[src/rtl/alu_share_arbiter.sv]
// alu_share_arbiter: round-robin two-requester front end for a shared 4-bit ALU,
// holding registered operands for SETTLE edges before capturing a tagged response.
module alu_share_arbiter #(
    parameter int SETTLE = 1
) (
    input  logic       clk,
    input  logic       rst,
    input  logic       req0_valid,
    output logic       req0_ready,
    input  logic [3:0] req0_a,
    input  logic [3:0] req0_b,
    input  logic       req0_c,
    input  logic [2:0] req0_mode,
    input  logic       req1_valid,
    output logic       req1_ready,
    input  logic [3:0] req1_a,
    input  logic [3:0] req1_b,
    input  logic       req1_c,
    input  logic [2:0] req1_mode,
    output logic [3:0] alu_a,
    output logic [3:0] alu_b,
    output logic       alu_c,
    output logic [2:0] alu_mode,
    input  logic [3:0] alu_r,
    input  logic       alu_ovf,
    output logic       rsp_valid,
    input  logic       rsp_ready,
    output logic       rsp_id,
    output logic [3:0] rsp_r,
    output logic       rsp_ovf,
    output logic       busy
);
    typedef enum logic [1:0] {IDLE, EXEC, RESP} state_t;
    localparam logic [3:0] LOAD = 4'(SETTLE - 1);

    state_t     r_state, w_next;
    logic [3:0] r_count;
    logic       r_last;
    logic       w_acc0, w_acc1;

    // A requester's ready looks only at the other side's valid, so the grant is round-robin without depending on its own valid.
    assign req0_ready = (r_state == IDLE) && (!req1_valid || r_last);
    assign req1_ready = (r_state == IDLE) && (!req0_valid || !r_last);
    assign w_acc0     = req0_valid && req0_ready;
    assign w_acc1     = req1_valid && req1_ready;
    assign rsp_valid  = r_state == RESP;
    assign busy       = r_state != IDLE;

    always_ff @(posedge clk or posedge rst) begin
        if (rst) r_state <= IDLE;
        else     r_state <= w_next;
    end

    always_comb begin
        w_next = r_state;
        case (r_state)
            IDLE:    w_next = (w_acc0 || w_acc1) ? EXEC : IDLE;
            EXEC:    w_next = (r_count == 4'd0) ? RESP : EXEC;
            RESP:    w_next = rsp_ready ? IDLE : RESP;
            default: w_next = IDLE;
        endcase
    end

    always_ff @(posedge clk or posedge rst) begin
        if (rst) begin
            alu_a    <= 4'd0;
            alu_b    <= 4'd0;
            alu_c    <= 1'b0;
            alu_mode <= 3'd0;
            rsp_id   <= 1'b0;
            rsp_r    <= 4'd0;
            rsp_ovf  <= 1'b0;
            r_count  <= 4'd0;
            r_last   <= 1'b1;
        end else if (w_acc0 || w_acc1) begin
            alu_a    <= w_acc1 ? req1_a : req0_a;
            alu_b    <= w_acc1 ? req1_b : req0_b;
            alu_c    <= w_acc1 ? req1_c : req0_c;
            alu_mode <= w_acc1 ? req1_mode : req0_mode;
            rsp_id   <= w_acc1;
            r_last   <= w_acc1;
            r_count  <= LOAD;
        end else if (r_state == EXEC) begin
            if (r_count != 4'd0) begin
                r_count <= r_count - 4'd1;
            end else begin
                rsp_r   <= alu_r;
                rsp_ovf <= alu_ovf;
            end
        end
    end
endmodule

[config.mk]
export PLATFORM = sky130hd
export DESIGN_NAME = alu_share_arbiter
export DESIGN_NICKNAME = d
export VERILOG_FILES = /design/src/rtl/alu_share_arbiter.sv
export SDC_FILE = /design/constraint.sdc
export NUM_CORES = 1
export LEC_CHECK = 0
export ABC_AREA = 1
export CORE_MARGIN = 2
export CORE_UTILIZATION = 30
export CTS_CLUSTER_SIZE = 12
export DETAILED_ROUTE_END_ITERATION = 16
export GPL_ROUTABILITY_DRIVEN = 0
export PLACE_DENSITY = 0.65
export SYNTH_ARGS = -nofsm -noshare
export SYNTH_HDL_FRONTEND = slang
export SYNTH_SLANG_ARGS = --single-unit
[constraint.sdc]
create_clock -name clk -period 1.05 [get_ports clk]
set_input_delay 0.21 -clock clk [delete_from_list [all_inputs] [get_ports clk]]
set_output_delay 0.21 -clock clk [all_outputs]
set_load 0.05 [all_outputs]
==> impl_metrics.yaml, run 1 <==
run_status:
  status: "finished, violations left"
  violations: "setup timing"
power:
  power.density_nw_per_um2: 3380
  leakage_nw: 1.32
  total_power_w: 0.00881
  ir_worst_vdd_uv: 1780
cells_and_area:
  mostFrequentLayoutCells: "nand2_1 (52), clkdlybuf4s50_1 (33), inv_1 (32), buf_4 (25), dfrtp_1 (24)"
  nets: 301
  final_common_cell: "nand2_1"
  final_cells: 316
  area_growth_pct: 93.9
  fillers: 390
  layout-drive-gt1-share_pct: 33.3
  antenna_cells: 0
synth:
  synthMuxAreaShare_pct: 0
  ys_types: 20
  synth_top_family_by_area: "simple AND/OR/NAND/NOR gates"
  synth_area_um2: 1340
  synth_fp_nets: 214
  synth_compound_area_share_pct: 4.93
  ys_top_cells_by_area: "dfrtp_1 (45%), nand2_1 (15%), inv_1 (11%), nand4_1 (6.5%), nand3_1 (6.3%)"
  yosys.area_share.simple_pct: 31.1
  avgSynthCellArea_um2: 7.55
  synthAdderAreaFrac_pct: 1.86
  ys_seq_area_share_pct: 46.6
  synth_cells: 178
  synth_xor_area_share_pct: 0
  synth_top_area_share_pct: 44.7
  yosysWarnings: 0
  yosys_register_bits: 25
  synth_area_leader_cell: "dfrtp_1"
sta:
  final-hold-violation-count: 0
  period_minus_slack_ns: 1.45
  setup_ws_ns: -0.400
  tns_ns: -7.13
  worst_slew_pin_slew_ns: 0.344
  period_share_pct: 138
  final_max_slew_viol_count: 0
  slew_headroom_pct: 77.0
  rsz0062_at_grt: "true"
  setup_viol: 41
  fmax_mhz: 690
  finClkSkew_ns: 0.00382
  hold_slack_ns: 0.273
global_routing:
  antenna_found_initial: 0
  grt_pass1_wl_um: 6070
  first_global_vias: 1383
  grt_max_degree: 26
  overflow: 0
  track_usage_pct: 14.8
clocking:
  cts_max_path_buffers: 2
  clock_latency_ns: 0.26
  cts_made_buffers: 3
  h-tree-depth: 1
  path_clk_slew_ns: 0.09
  ctsHoldBuffers: 0
  cts_root_buffer: "clkbuf_8"
  cts_tree: "built"
  clock-sinks: 25
detailed_routing:
  route.vias.total: 1416
  via_per_inst: 4.48
  drtIter0Drc: 53
  remaining_drc_errors: 0
  wl_per_cell_um: 11.7
  antenna_left: 0
  drtPass1Iterations: 4
  drt-total-wl_um: 3690
floorplan:
  fp.dieW_um: 70.9
  fp.coreArea_um2: 4320
  rows: 24
  fp.dieArea_um2: 5030
  initial_core_util_pct: 31.1
  fp.dieH_um: 70.9
  io_pins: 56
placement:
  dp_hpwl_um: 2570
  placed_cells: 298
  port_buffers: 55
min_path:
  holdCritPathClass: "in -> async"
critical_path:
  crit_chain: "nor2_4 -> buf_6 -> nand2_4 -> clkinvlp_4 -> buf_12"
  worstPathRequired_ns: 0.84
  critPathTopFamily: "flip-flops"
  cp_max_fo: 4
  r2r_cells: 7
  critPathKind: "reg -> out"
  cp.depth: 5
  cp_slowest_cell: "dfrtp_1"
  endpoint_kind: "output pin"
  slowest_delay_ns: 0.42
  critPathLaunchType: "flip-flop"
  arrival_ns: 1.24
  path_buf_inv: 3
flow_run:
  maxCapViolCount: 0
metrics by stage:
step	util (%)	setup slack (ns)	instance area (µm²)
after floorplan	-	-0.527	1420
after global placement	54.0	-0.410	2330
after detailed placement	54.0	-0.456	2330
after CTS	58.7	-0.402	2540
after global routing	60.2	-0.455	2610
final	60.2	-0.400	2610
power by group:
part	switching (W)	leakage (nW)	internal, W
Sequential	0.000471	0.308	0.00144
Clock	0.000300	0.0255	0.000265
Combinational	0.00329	0.988	0.00304
Total	0.00406	1.32	0.00475
sequential cells by signal, summed over array words and instances (netlist names):
signal	flops
rsp_id	1
alu_b	4
r_state	2
alu_a	4
rsp_ovf	1
rsp_r	4
r_count	4
alu_c	1
alu_mode	3
r_last	1
worst reg2reg max path, delay by kind of cell (launching register included):
family	cells	cell delay [ns]
AO/OA/AOI/OAI	2	0.16
buffers and inverters	3	0.40
flip-flops	1	0.42
AND/OR/NAND/NOR	2	0.25
routing by layer:
layer	track usage, %	routed length, µm	up-vias
met5	0	0	-
met4	3.14	17	0
met2	27.8	1990	31
met1	17.7	1530	649
li1	-	-	734
met3	2.56	151	2
area by class of cell:
class / count / area, µm² / area share, %
Clock buffer: 3 / 41.3 / 1.59
Clock inverter: 1 / 5.00 / 0.192
Inverter: 39 / 160 / 6.15
Multi-Input combinational cell: 107 / 649 / 24.9
Sequential cell: 25 / 627 / 24.1
Tap cell: 52 / 65.1 / 2.50
Timing Repair Buffer: 88 / 1050 / 40.3
Timing Repair inverter: 1 / 6.26 / 0.240
cell families after synthesis:
kind of cell             after synthesis
buffers and inverters                 47
AO/OA/AOI/OAI                         12
AND/OR/NAND/NOR                       92
flip-flops                            25
adder cells (fa/ha/maj)                2
worst paths after layout:
| check | from | endpoint | slack [ns] |
|---|---|---|---|
| max | r_state[1] | req1_ready | -0.40 |
| max in group asynchronous | rst | r_last | 0.54 |
| max reg2reg | r_state[1] | r_count[0] | -0.29 |
| min reg2reg | alu_mode[2] | alu_mode[2] | 0.55 |
| min | rst | r_count[3] | 0.27 |
| min in group clk | alu_r[0] | rsp_r[0] | 0.49 |
synth_stat cells (all sizes together):
library cell  instances
dfrtp                24
a21oi                 2
nand2                55
or2                   1
o31ai                 1
nor2                  4
ha                    2
o21ai                 9
nand3                18
buf                   8
nand4                14
dfstp                 1
inv                  39
repair_timing:
action,4_1_cts,5_1_grt
pin swaps,3,4
cloned,1,2
buffers inserted,8,4
endpoints found under the setup margin,47,47
resized for setup,20,13
Note: power is estimated with default switching activity, not from simulation.
==> run 2: changes to the inputs <==
TNS_END_PERCENT = 5   (was default)
==> run 2 against run 1 <==
Compared with the run above:
- the run still ends with setup timing left
- register-to-register slack got worse by 0.03 ns
- clock power increased by 4.1%
- sequential power about the same
- fmax increased by 0.49%
- clock skew decreased by 0.0022 ns
- wire length decreased by 5.7%
- final area decreased by 9.0%
- critical endpoint is now req0_ready
- global-route usage increased by 0.23 points
- first-iteration DRC count increased by 21%
- largest cell class unchanged
==> impl_metrics.yaml, run 2 (synthesis results as in run 1) <==
run_status:
  status: "finished, violations left"
  violations: "setup timing"
detailed_routing:
  remaining_drc_errors: 0
  drt-total-wl_um: 3480
  antenna_left: 0
  drtIter0Drc: 64
  via_per_inst: 4.45
  wl_per_cell_um: 11.5
  route.vias.total: 1344
  drtPass1Iterations: 4
critical_path:
  endpoint_kind: "output pin"
  critPathKind: "reg -> out"
  cp_max_fo: 5
  critPathLaunchType: "flip-flop"
  arrival_ns: 1.23
  r2r_cells: 7
  worstPathRequired_ns: 0.84
sta:
  setup_viol: 47
  setup_ws_ns: -0.393
  rsz0062_at_grt: "true"
  final-hold-violation-count: 0
  finClkSkew_ns: 0.00160
  fmax_mhz: 693
  tns_ns: -7.22
  period_share_pct: 137
  final_max_slew_viol_count: 0
  worst_slew_pin_slew_ns: 0.276
  slew_headroom_pct: 81.6
  period_minus_slack_ns: 1.44
global_routing:
  grt_pass1_wl_um: 6070
  track_usage_pct: 15.1
  first_global_vias: 1347
  overflow: 0
  grt_max_degree: 26
  antenna_found_initial: 0
cells_and_area:
  nets: 287
  layout-drive-gt1-share_pct: 24.0
  mostFrequentLayoutCells: "nand2_1 (54), inv_1 (34), clkdlybuf4s50_1 (33), dfrtp_1 (24), buf_12 (22)"
  final_common_cell: "nand2_1"
  final_cells: 302
  antenna_cells: 0
  area_growth_pct: 76.4
clocking:
  cts_max_path_buffers: 2
  h-tree-depth: 1
  clock_latency_ns: 0.27
  clock-sinks: 25
  cts_made_buffers: 3
  cts_root_buffer: "clkbuf_8"
  path_clk_slew_ns: 0.09
  cts_tree: "built"
floorplan:
  rows: 24
  fp.dieW_um: 70.9
  fp.coreArea_um2: 4320
  fp.dieArea_um2: 5030
  initial_core_util_pct: 31.1
  fp.dieH_um: 70.9
  io_pins: 56
power:
  p_sw_w: 0.00374
  seq_power_share_pct: 23.9
  power_frac_comb_pct: 68.7
  p_int_w: 0.00425
  p_clk_share_pct: 7.4
  power.density_nw_per_um2: 3370
  leakage_nw: 1.23
  switching_share_pct: 46.8
  ir_worst_vdd_uv: 2320
placement:
  dp_hpwl_um: 2560
  placed_cells: 295
  port_buffers: 55
flow_run:
  maxCapViolCount: 0
min_path:
  holdCritPathClass: "in -> async"
==> run 2: cell types whose count changed in the layout (fill, tap and decap cells not counted), sizes merged <==
cell	before	now
nand3	19	18
buf	55	43
clkinvlp	1	0
inv	38	39
clkinv	2	0
clkbuf	3	4
==> run 2: worst paths after layout <==
path / start / end / slack (ns)
setup / recovery: r_state[0] / req0_ready / -0.39
hold / removal: rst / alu_mode[2] / 0.26
setup reg to reg: r_state[0] / r_count[1] / -0.32
hold reg to reg: rsp_id / rsp_id / 0.54
max in group asynchronous: rst / r_last / 0.57
min in group clk: alu_r[1] / rsp_r[1] / 0.47
==> run 2: power by group through the flow <==
stage                     registers (W)  logic, W  clock network [W]
after floorplan                 0.00290   0.00172                  0
after global placement          0.00190   0.00520                  0
after detailed placement        0.00191   0.00528                  0
after CTS                       0.00191   0.00552           0.000600
after global routing            0.00197   0.00587           0.000639
final                           0.00191   0.00550           0.000588
==> run 2: worst max-delay path, stage by stage, from the launching register on <==
cell	delay, ns
dfrtp_1	0.41
nor2_4	0.19
inv_2	0.07
a21oi_4	0.13
buf_12	0.15
==> run 2: layout make-up <==
| cell class | count | area, µm² |
|---|---|---|
| timing repair buffer | 76 | 940 |
| clock buffer | 4 | 45.0 |
| fill | 399 | 1950 |
| multi-input combinational | 106 | 546 |
| sequential | 25 | 627 |
| tap | 52 | 65.1 |
| inverter | 39 | 149 |
==> run 2: stage by stage <==
step,total power [W],util [%],area [µm²],hold WS (ns),setup slack (ns)
floorplan,0.00462,-,1360,0.237,-0.562
global placement,0.00710,52.4,2260,0.521,-0.349
detailed placement,0.00719,52.4,2260,0.529,-0.390
CTS,0.00803,54.8,2370,0.265,-0.398
global route,0.00848,54.8,2370,0.305,-0.456
finish,0.00799,54.8,2370,0.257,-0.393
==> run 2: routing by layer <==
metal	wire [µm]	global-route usage (%)	up-vias
met1	1620	20.2	599
met5	0	0	-
met4	65	7.13	0
li1	-	-	698
met3	222	3.70	7
met2	1570	22.8	40
==> run 2: repair_timing <==
action                                  4_1_cts  5_1_grt
gates resized for setup                      14        1
pin swaps                                     1        0
buffers inserted                              3        0
endpoints found under the setup margin       47       47
hold buffers                                  0        0
==> run 3: changes to the inputs <==
CORE_MARGIN = default   (was 2)
CTS_BUF_LIST = sky130_fd_sc_hd__clkbuf_8   (was default)
==> run 3 against run 2 <==
Compared with the run above:
- the run still ends with setup timing left
- sequential power about the same
- register-to-register slack improved by 0.10 ns
- setup slack got worse by 0.012 ns
- final area increased by 1.4%
- first-iteration DRC count increased by 16%
- flip-flop and latch count unchanged
- count of clock-buffer cells in the layout decreased by 1
- via count increased by 2.6%
- clock power increased by 2%
- die area decreased by 5.6%
- critical path type unchanged
- largest cell class unchanged
- highest routed layer unchanged
==> impl_metrics.yaml, run 3 (synthesis results as in run 1) <==
run_status:
  status: "finished, violations left"
  violations: "setup timing"
critical_path:
  cp.depth: 4
  path_buf_inv: 2
  endpoint_kind: "output pin"
  crit_chain: "nor2_4 -> inv_2 -> a21oi_4 -> buf_12"
  critPathTopFamily: "flip-flops"
  critPathLaunchType: "flip-flop"
  cp_max_fo: 4
  r2r_cells: 6
  slowest_delay_ns: 0.41
  critPathKind: "reg -> out"
  worstPathRequired_ns: 0.84
  cp_slowest_cell: "dfrtp_1"
  arrival_ns: 1.24
floorplan:
  fp.dieH_um: 68.9
  rows: 23
  fp.dieArea_um2: 4750
  fp.coreArea_um2: 4140
  fp.dieW_um: 68.9
  io_pins: 56
  initial_core_util_pct: 32.4
placement:
  port_buffers: 55
  place_ws_ns: -0.490
  dp_hpwl_um: 2590
global_routing:
  track_usage_pct: 17.2
  first_global_vias: 1308
  grt_max_degree: 26
  grt_pass1_wl_um: 5910
  overflow: 0
  antenna_found_initial: 0
power:
  power.density_nw_per_um2: 3380
  total_power_w: 0.00813
  leakage_nw: 1.24
  ir_worst_vdd_uv: 1770
sta:
  slew_headroom_pct: 82.3
  rsz0062_at_grt: "true"
  fmax_mhz: 687
  finClkSkew_ns: 0.00387
  period_minus_slack_ns: 1.45
  period_share_pct: 139
  setup_ws_ns: -0.405
  setup_viol: 47
  worst_slew_pin_slew_ns: 0.266
  final-hold-violation-count: 0
  final_max_slew_viol_count: 0
clocking:
  cts_made_buffers: 3
  clock_latency_ns: 0.28
  path_clk_slew_ns: 0.09
  h-tree-depth: 1
  cts_root_buffer: "clkbuf_8"
  clock-sinks: 25
  cts_tree: "built"
  ctsHoldBuffers: 0
  cts_max_path_buffers: 2
cells_and_area:
  nets: 287
  layout-drive-gt1-share_pct: 25.6
  antenna_cells: 0
  final_common_cell: "nand2_1"
  area_growth_pct: 79.0
  fillers: 378
  mostFrequentLayoutCells: "nand2_1 (52), inv_1 (33), clkdlybuf4s50_1 (33), dfrtp_1 (24), buf_12 (23)"
detailed_routing:
  via_per_inst: 4.60
  drtPass1Iterations: 4
  antenna_left: 0
  drtIter0Drc: 74
  route.vias.total: 1379
  drt-total-wl_um: 3550
  remaining_drc_errors: 0
  wl_per_cell_um: 11.8
flow_run:
  maxCapViolCount: 0
min_path:
  holdCritPathClass: "in -> async"
[run 3: cell count changes in the layout (fill, tap and decap cells not counted), sizes merged]
cell / before / now
clkinv: 0 / 1
clkbuf: 4 / 3
[run 3: worst paths after layout]
path	start	to	slack, ns
min	rst	alu_mode[1]	0.25
max	r_state[0]	req0_ready	-0.40
max reg2reg	r_state[0]	r_count[1]	-0.22
min reg2reg	alu_b[0]	alu_b[0]	0.55
max in group asynchronous	rst	r_last	0.57
min in group clk	alu_r[3]	rsp_r[3]	0.46
[run 3: power by group]
| group | internal (W) | leakage (nW) | switching, W |
|---|---|---|---|
| clock | 0.000267 | 0.0255 | 0.000332 |
| sequential | 0.00144 | 0.308 | 0.000472 |
| combinational | 0.00261 | 0.905 | 0.00301 |
[run 3: metrics by stage]
step / hold WS, ns / utilization, % / setup TNS (ns) / cell area (µm²) / cells
detailed placement: 0.529 / 54.9 / -9.20 / 2270 / 293
finish: 0.251 / 58.0 / -5.30 / 2400 / 300
global route: 0.297 / 58.0 / -7.85 / 2400 / 300
global placement: 0.528 / 54.9 / -8.28 / 2270 / 293
CTS: 0.265 / 57.0 / -7.00 / 2360 / 300
floorplan: 0.237 / - / -2.47 / 1360 / 178
[run 3: cell type report]
cell class	count	area (µm²)	share of cell area, %
flip-flops and latches	25	627	26.1
clock buffers	3	41.3	1.72
well taps	50	62.6	2.60
clock inverters	1	5.00	0.208
inverters	39	151	6.30
repair buffers	76	960	39.9
multi-input cells	106	558	23.2
[run 3: routing by layer]
metal	up-vias	wire, µm	GRT usage [%]
met2	50	1530	26.0
met4	0	89	8.42
li1	697	-	-
met3	9	225	3.29
met5	-	0	0
met1	623	1700	23.5
[run 3: what timing repair did]
item,in CTS,in global routing
setup buffers,3,0
pin swaps,1,7
resized for setup,10,11
setup endpoints to repair,47,47
[run 3: worst register-to-register path: stages (launching register included)]
cell and delay, ns:
dfrtp_1 0.41, nor2_4 0.18, buf_4 0.16, o21ai_4 0.08
buf_4 0.17, nand3_1 0.08, o21ai_0 0.08
==> patch 1: new RTL, config.mk and constraints of run 3 <==
Reset style: synchronous (`rst`), changed in 2 clocked blocks.
--- a/src/rtl/alu_share_arbiter.sv
+++ b/src/rtl/alu_share_arbiter.sv
@@ -46,7 +46,7 @@
     assign rsp_valid  = r_state == RESP;
     assign busy       = r_state != IDLE;
 
-    always_ff @(posedge clk or posedge rst) begin
+    always_ff @(posedge clk) begin
         if (rst) r_state <= IDLE;
         else     r_state <= w_next;
     end
@@ -61,7 +61,7 @@
         endcase
     end
 
-    always_ff @(posedge clk or posedge rst) begin
+    always_ff @(posedge clk) begin
         if (rst) begin
             alu_a    <= 4'd0;
             alu_b    <= 4'd0;
Formal check against the unedited RTL: differs if rst is asserted again (counterexample within 4 cycles, from zero or initial values and one cycle with rst high); with rst held inactive, the same outputs for 10 cycles.
==> patch 1 against run 3 <==
Final area decreased by 0.10%. Critical endpoint unchanged. Wire length fell by 0.99%. Critical path depth increased by 1. The run still ends with setup timing left. Sequential share of layout area decreased by 4.0 points. Count of clock-buffer cells in the layout did not move. Global-route usage fell by 1.0 points. Via count about the same. Utilization rose by 1.2 points. Largest cell class unchanged. Setup slack improved by 0.099 ns. Fmax is 7.3% higher. Sequential cell count unchanged. Synthesized area is 3.8% lower.
Power is not compared: it rests on default switching activity, and its combinational part moved more than twofold at a synthesized area within 25%.
==> patch 1: results (changes against run 3) <==
Worst skew pair latency = 0.27 ns
Least-Margin Pin Slew = 0.2702 ns (+0.004437 ns)
Total GRT Usage = 0.1623 (-0.01005)
Syn_area_per_cell = 7.221 um^2 (-4.4%)
Outcome = finished, violations left
CTS H-tree depth = 1 (unchanged)
Cts bufs inserted = 3 (unchanged)
Antenna diodes = 0 (unchanged)
Post-synthesis cell type count = 19 (-5.0%)
Hold Crit Class = flip-flop to flip-flop
DR iter-0 viols = 76 (+2.7%)
Reg clk slew, reported paths = 0.09 ns (about the same)
Dpl cells = 300 (+2.4%)
CP top delay family = flip-flops
Largest area contributor in the netlist = dfxtp_1
Vias in the first global route = 1238 (-5.4%)
CP max FO = 4 (unchanged)
Layout cells sized above 1 = 0.3992 (+0.1432)
Post-Place Setup Slack = -0.5149 ns (-0.02506 ns)
First-pass GRT wire length = 5582 um (-5.6%)
CP peak stage delay = 0.37 ns (-0.04 ns)
Fin cells = 308 (+2.7%)
Clock root cell = clkbuf_8
Final HPWL DP = 2652 um (+2.4%)
Async SR Flop Fraction = 0 (-1.000)
Register area share after synthesis = 0.3872 (-0.07926)
Final net count = 294 (+2.4%)
Wire length per cell = 11.40 um (-3.6%)
Top cells by count, synth = 57 x nand2_1, 25 x dfxtp_1, 15 x inv_1
Failing checks = setup timing
Mean number of vias per cell = 4.474 (-2.7%)
Pleak = 0.001112 uW
Max VDD drop = 634.5 uV
CP max-delay cell = dfxtp_4
YS warnings = 0 (unchanged)
Syn_nets = 214 (unchanged)
Deepest clock path buffer count = 2 (unchanged)
PortBufs = 55 (unchanged)
Top post-synthesis cells by area = dfxtp_1 39%, nand2_1 17%, nand2_2 6.3%, nand4_1 5.8%, nand3_1 5.4%
Drt first pass iters = 4 (unchanged)
Setup violations, final = 25 (-47%)
Final worst slack = -0.3058 ns (+0.09898 ns)
Initial antenna violation count = 0 (unchanged)
Fin Clk Skew = 0.005130 ns (+0.001256 ns)
Power Internal = 2081 uW
Largest net degree at the start of global routing = 19 (-27%)
Number of flops mapped to enable cells by yosys = 0 (unchanged)
Worst EP arrival = 1.15 ns (-0.09 ns)
## patch 1: cell types whose count changed after synthesis, moves of 3 or more
cell            run 3  this run
dfxtp_1             0        25
o21ai_1             6         0
o21ai_0             2         8
dfrtp_1            24         0
inv_1              38        15
nor2_1              3        13
a21oi_1             2         5
nand2_2             0        13
nand3_1            17        14
## patch 1: cell families after synthesis
| family | Yosys count | share of synthesized area |
|---|---|---|
| simple gates | 114 | 0.4453 |
| buf+inv | 25 | 0.1007 |
| flops | 25 | 0.3872 |
| compound gates | 13 | 0.05034 |
| xor+xnor | 1 | 0.006778 |
| fa+ha+maj | 1 | 0.009679 |
## patch 1: cell type report
class	instances	area (um^2)
Clock buffer	3	41.29
Sequential cell	25	530.5
Fill cell	357	1655
Multi-Input combinational cell	129	714.4
Clock inverter	1	5.005
Timing Repair Buffer	82	973.4
Inverter	18	75.07
Tap cell	50	62.56
## patch 1: what timing repair did
item                       CTS  global route
pin swaps                    2             1
gates resized for setup     19            17
cloned                       0             0
setup buffers                3             1
setup endpoints to repair   31            41
## patch 1: worst paths after layout
path	slack [ns]	endpoint	start	cells after the start
max	-0.31	req0_ready	r_state[1]	5
min	0.47	r_count[0]	r_count[0]	2
max reg2reg	-0.23	alu_b[0]	r_state[1]	8
min reg2reg	0.47	r_count[0]	r_count[0]	2
## patch 1: power by group through the flow
stage | logic, uW | registers (uW) | clock network [uW]
finish | 1540 | 1180 | 579
global route | 1640 | 1190 | 648
CTS | 1530 | 1170 | 599
detailed placement | 1470 | 1180 | 0
global placement | 1460 | 1180 | 0
floorplan | 515 | 1420 | 0
## patch 1: worst min-delay path, delay by kind of cell (launching register included)
kind | cells | cell delay [ns]
flip-flops | 1 | 0.32
AND/OR/NAND/NOR | 1 | 0.06
AO/OA/AOI/OAI | 1 | 0.05
## patch 1: metal layers
layer,vias to the layer above,global-route usage,share of wire
met4,0,0.03989,0.0077
met3,2,0.02703,0.026
met5,-,0,0
met2,26,0.2822,0.52
met1,623,0.2048,0.45
li1,727,-,-
## patch 1: per-stage QoR
step	TNS [ns]	instance area [um^2]	total power, uW
2_1_floorplan	-0.9573	1331	1936
3_3_place_gp	-10.07	2253	2642
3_5_place_dp	-10.82	2253	2649
4_1_cts	-4.735	2367	3301
5_1_grt	-6.965	2402	3478
6_report	-4.381	2402	3299
==> patch 2: new RTL, flow settings as in run 3 <==
Made on the original files. Re-encode `state_t` (3 states) as one-hot, 3 bits wide.
--- a/src/rtl/alu_share_arbiter.sv
+++ b/src/rtl/alu_share_arbiter.sv
@@ -30,7 +30,7 @@
     output logic       rsp_ovf,
     output logic       busy
 );
-    typedef enum logic [1:0] {IDLE, EXEC, RESP} state_t;
+    typedef enum logic [2:0] {IDLE = 3'b001, EXEC = 3'b010, RESP = 3'b100} state_t;
     localparam logic [3:0] LOAD = 4'(SETTLE - 1);
 
     state_t     r_state, w_next;
Formal check against the unedited RTL: same outputs for any inputs over 10 cycles, from zero or initial values and one cycle with rst high; not proved beyond that.
==> patch 2 against run 3 <==
The flow still finishes with violations (setup timing). Clock power fell by 5.0%. Synthesized area rose by 3.4%. Highest routed layer unchanged. Combinational power rose by 13%. Power rose by 9.7%. Register-to-register slack got worse by 0.12 ns. Final area rose by 8.1%. Wire length rose by 5.4%. Fmax fell by 5.3%. Setup slack got worse by 0.082 ns. Count of clock-buffer cells in the layout did not move. Sequential cell count rose by 1. Utilization rose by 0.84 points. Worst hold slack improved by 0.0034 ns.
==> patch 2: results (changes against run 3) <==
Reg2Reg Launch Point = r_state[0]
Clk tree area frac = 0.01733 (-0.001918)
Post-synthesis cell type count = 22 (+10%)
Area post-placement = 0.002457 mm^2 (+8.0%)
Largest net degree at the start of global routing = 27 (+3.8%)
Multi-In Gates = 112 (+5.7%)
Register area share after synthesis = 0.4698 (+0.003367)
CP peak stage delay = 0.55 ns (+0.14 ns)
Vias in the first global route = 1445 (+10%)
Cts repair resizes = 17 (+7)
Setup violations, final = 48 (+2.1%)
TAP cells = 52 (+4.0%)
Layout cells sized above 1 = 0.3008 (+0.04475)
Top cells by count, synth = 57 x nand2_1, 36 x inv_1, 24 x dfrtp_1, 24 x nand3_1, 15 x nand4_1
Final worst slack = -0.4869 ns (-0.08211 ns)
Max VDD drop = 1886 uV (+6.5%)
DRT Wirelength = 3736 um (+5.4%)
Area Overhead vs Synth = 86.95%
Met1 wire length = 1619 um (-4.5%)
Pleak = 0.001328 uW (+7.2%)
Met3 Usage GRT = 0.02453 (-0.008364)
Syn_area_per_cell = 7.596 um^2 (+0.62%)
Global routing usage on met1 = 0.1941 (-0.04055)
Post-route setup TNS = -7.356 ns (-2.055 ns)
Worst EP arrival = 1.33 ns (+0.09 ns)
Total GRT Usage = 0.1619 (-0.01042)
Postcts setup bufs = 1 (-2)
Seq area share = 0.2513 (-0.009341)
Failing checks = setup timing
DR iter-0 viols = 52 (-30%)
Post-Place Setup Slack = -0.4156 ns (+0.07425 ns)
# hold bufs at CTS = 0 (unchanged)
Dpl cells = 312 (+6.5%)
Least-Margin Pin Slew = 0.2384 ns (-0.02730 ns)
Outcome = finished, violations left
Grt met2 use = 0.2874 (+0.02768)
Non-clock buffer share = 0.4001 (+0.001035)
Compound-cell area share of the yosys netlist = 0.03150 (-0.01785)
Worst hold-check slack = 0.2544 ns (+0.003357 ns)
Met3 WL = 150 um (-33%)
Fillers = 388 (+2.6%)
CP max-delay cell = dfstp_2
Count of plain and timing-repair buffers in the layout = 85 (+12%)
Final net count = 303 (+5.6%)
First-pass GRT wire length = 6285 um (+6.3%)
Final HPWL DP = 2767 um (+6.9%)
Syn_nets = 219 (+2.3%)
Inverters, non-clock = 39 (unchanged)
Top post-synthesis cells by area = dfrtp_1 43%, nand2_1 15%, inv_1 9.7%, nand3_1 8.6%, nand4_1 6.8%
R2r setup slk = -0.34 ns (-0.12 ns)
Met2 wire len = 1893 um (+23%)
-- patch 2: changes by cell type after synthesis, moves of 2 or more --
cell / before / now
nand3_1: 17 / 24
o21ai_1: 6 / 0
buf_2: 4 / 1
buf_6: 3 / 1
clkbuf_1: 0 / 2
inv_1: 38 / 36
nand2_1: 55 / 57
o21ai_0: 2 / 4
-- patch 2: power groups by stage --
stage / combinational (uW) / sequential [uW] / clock [uW]
2_1_floorplan: 1960 / 2990 / 0
3_3_place_gp: 5920 / 2000 / 0
3_5_place_dp: 6000 / 2000 / 0
4_1_cts: 6260 / 2000 / 585
5_1_grt: 6760 / 2050 / 616
6_report: 6360 / 1990 / 568
-- patch 2: logic make-up (layout without fill, tap and decap cells) --
| logic type | count (synthesis) | in the layout |
|---|---|---|
| simple gates | 101 | 101 |
| buf+inv | 45 | 128 |
| xor+xnor | 1 | 1 |
| compound gates | 8 | 8 |
| flops | 26 | 26 |
| fa+ha+maj | 2 | 2 |
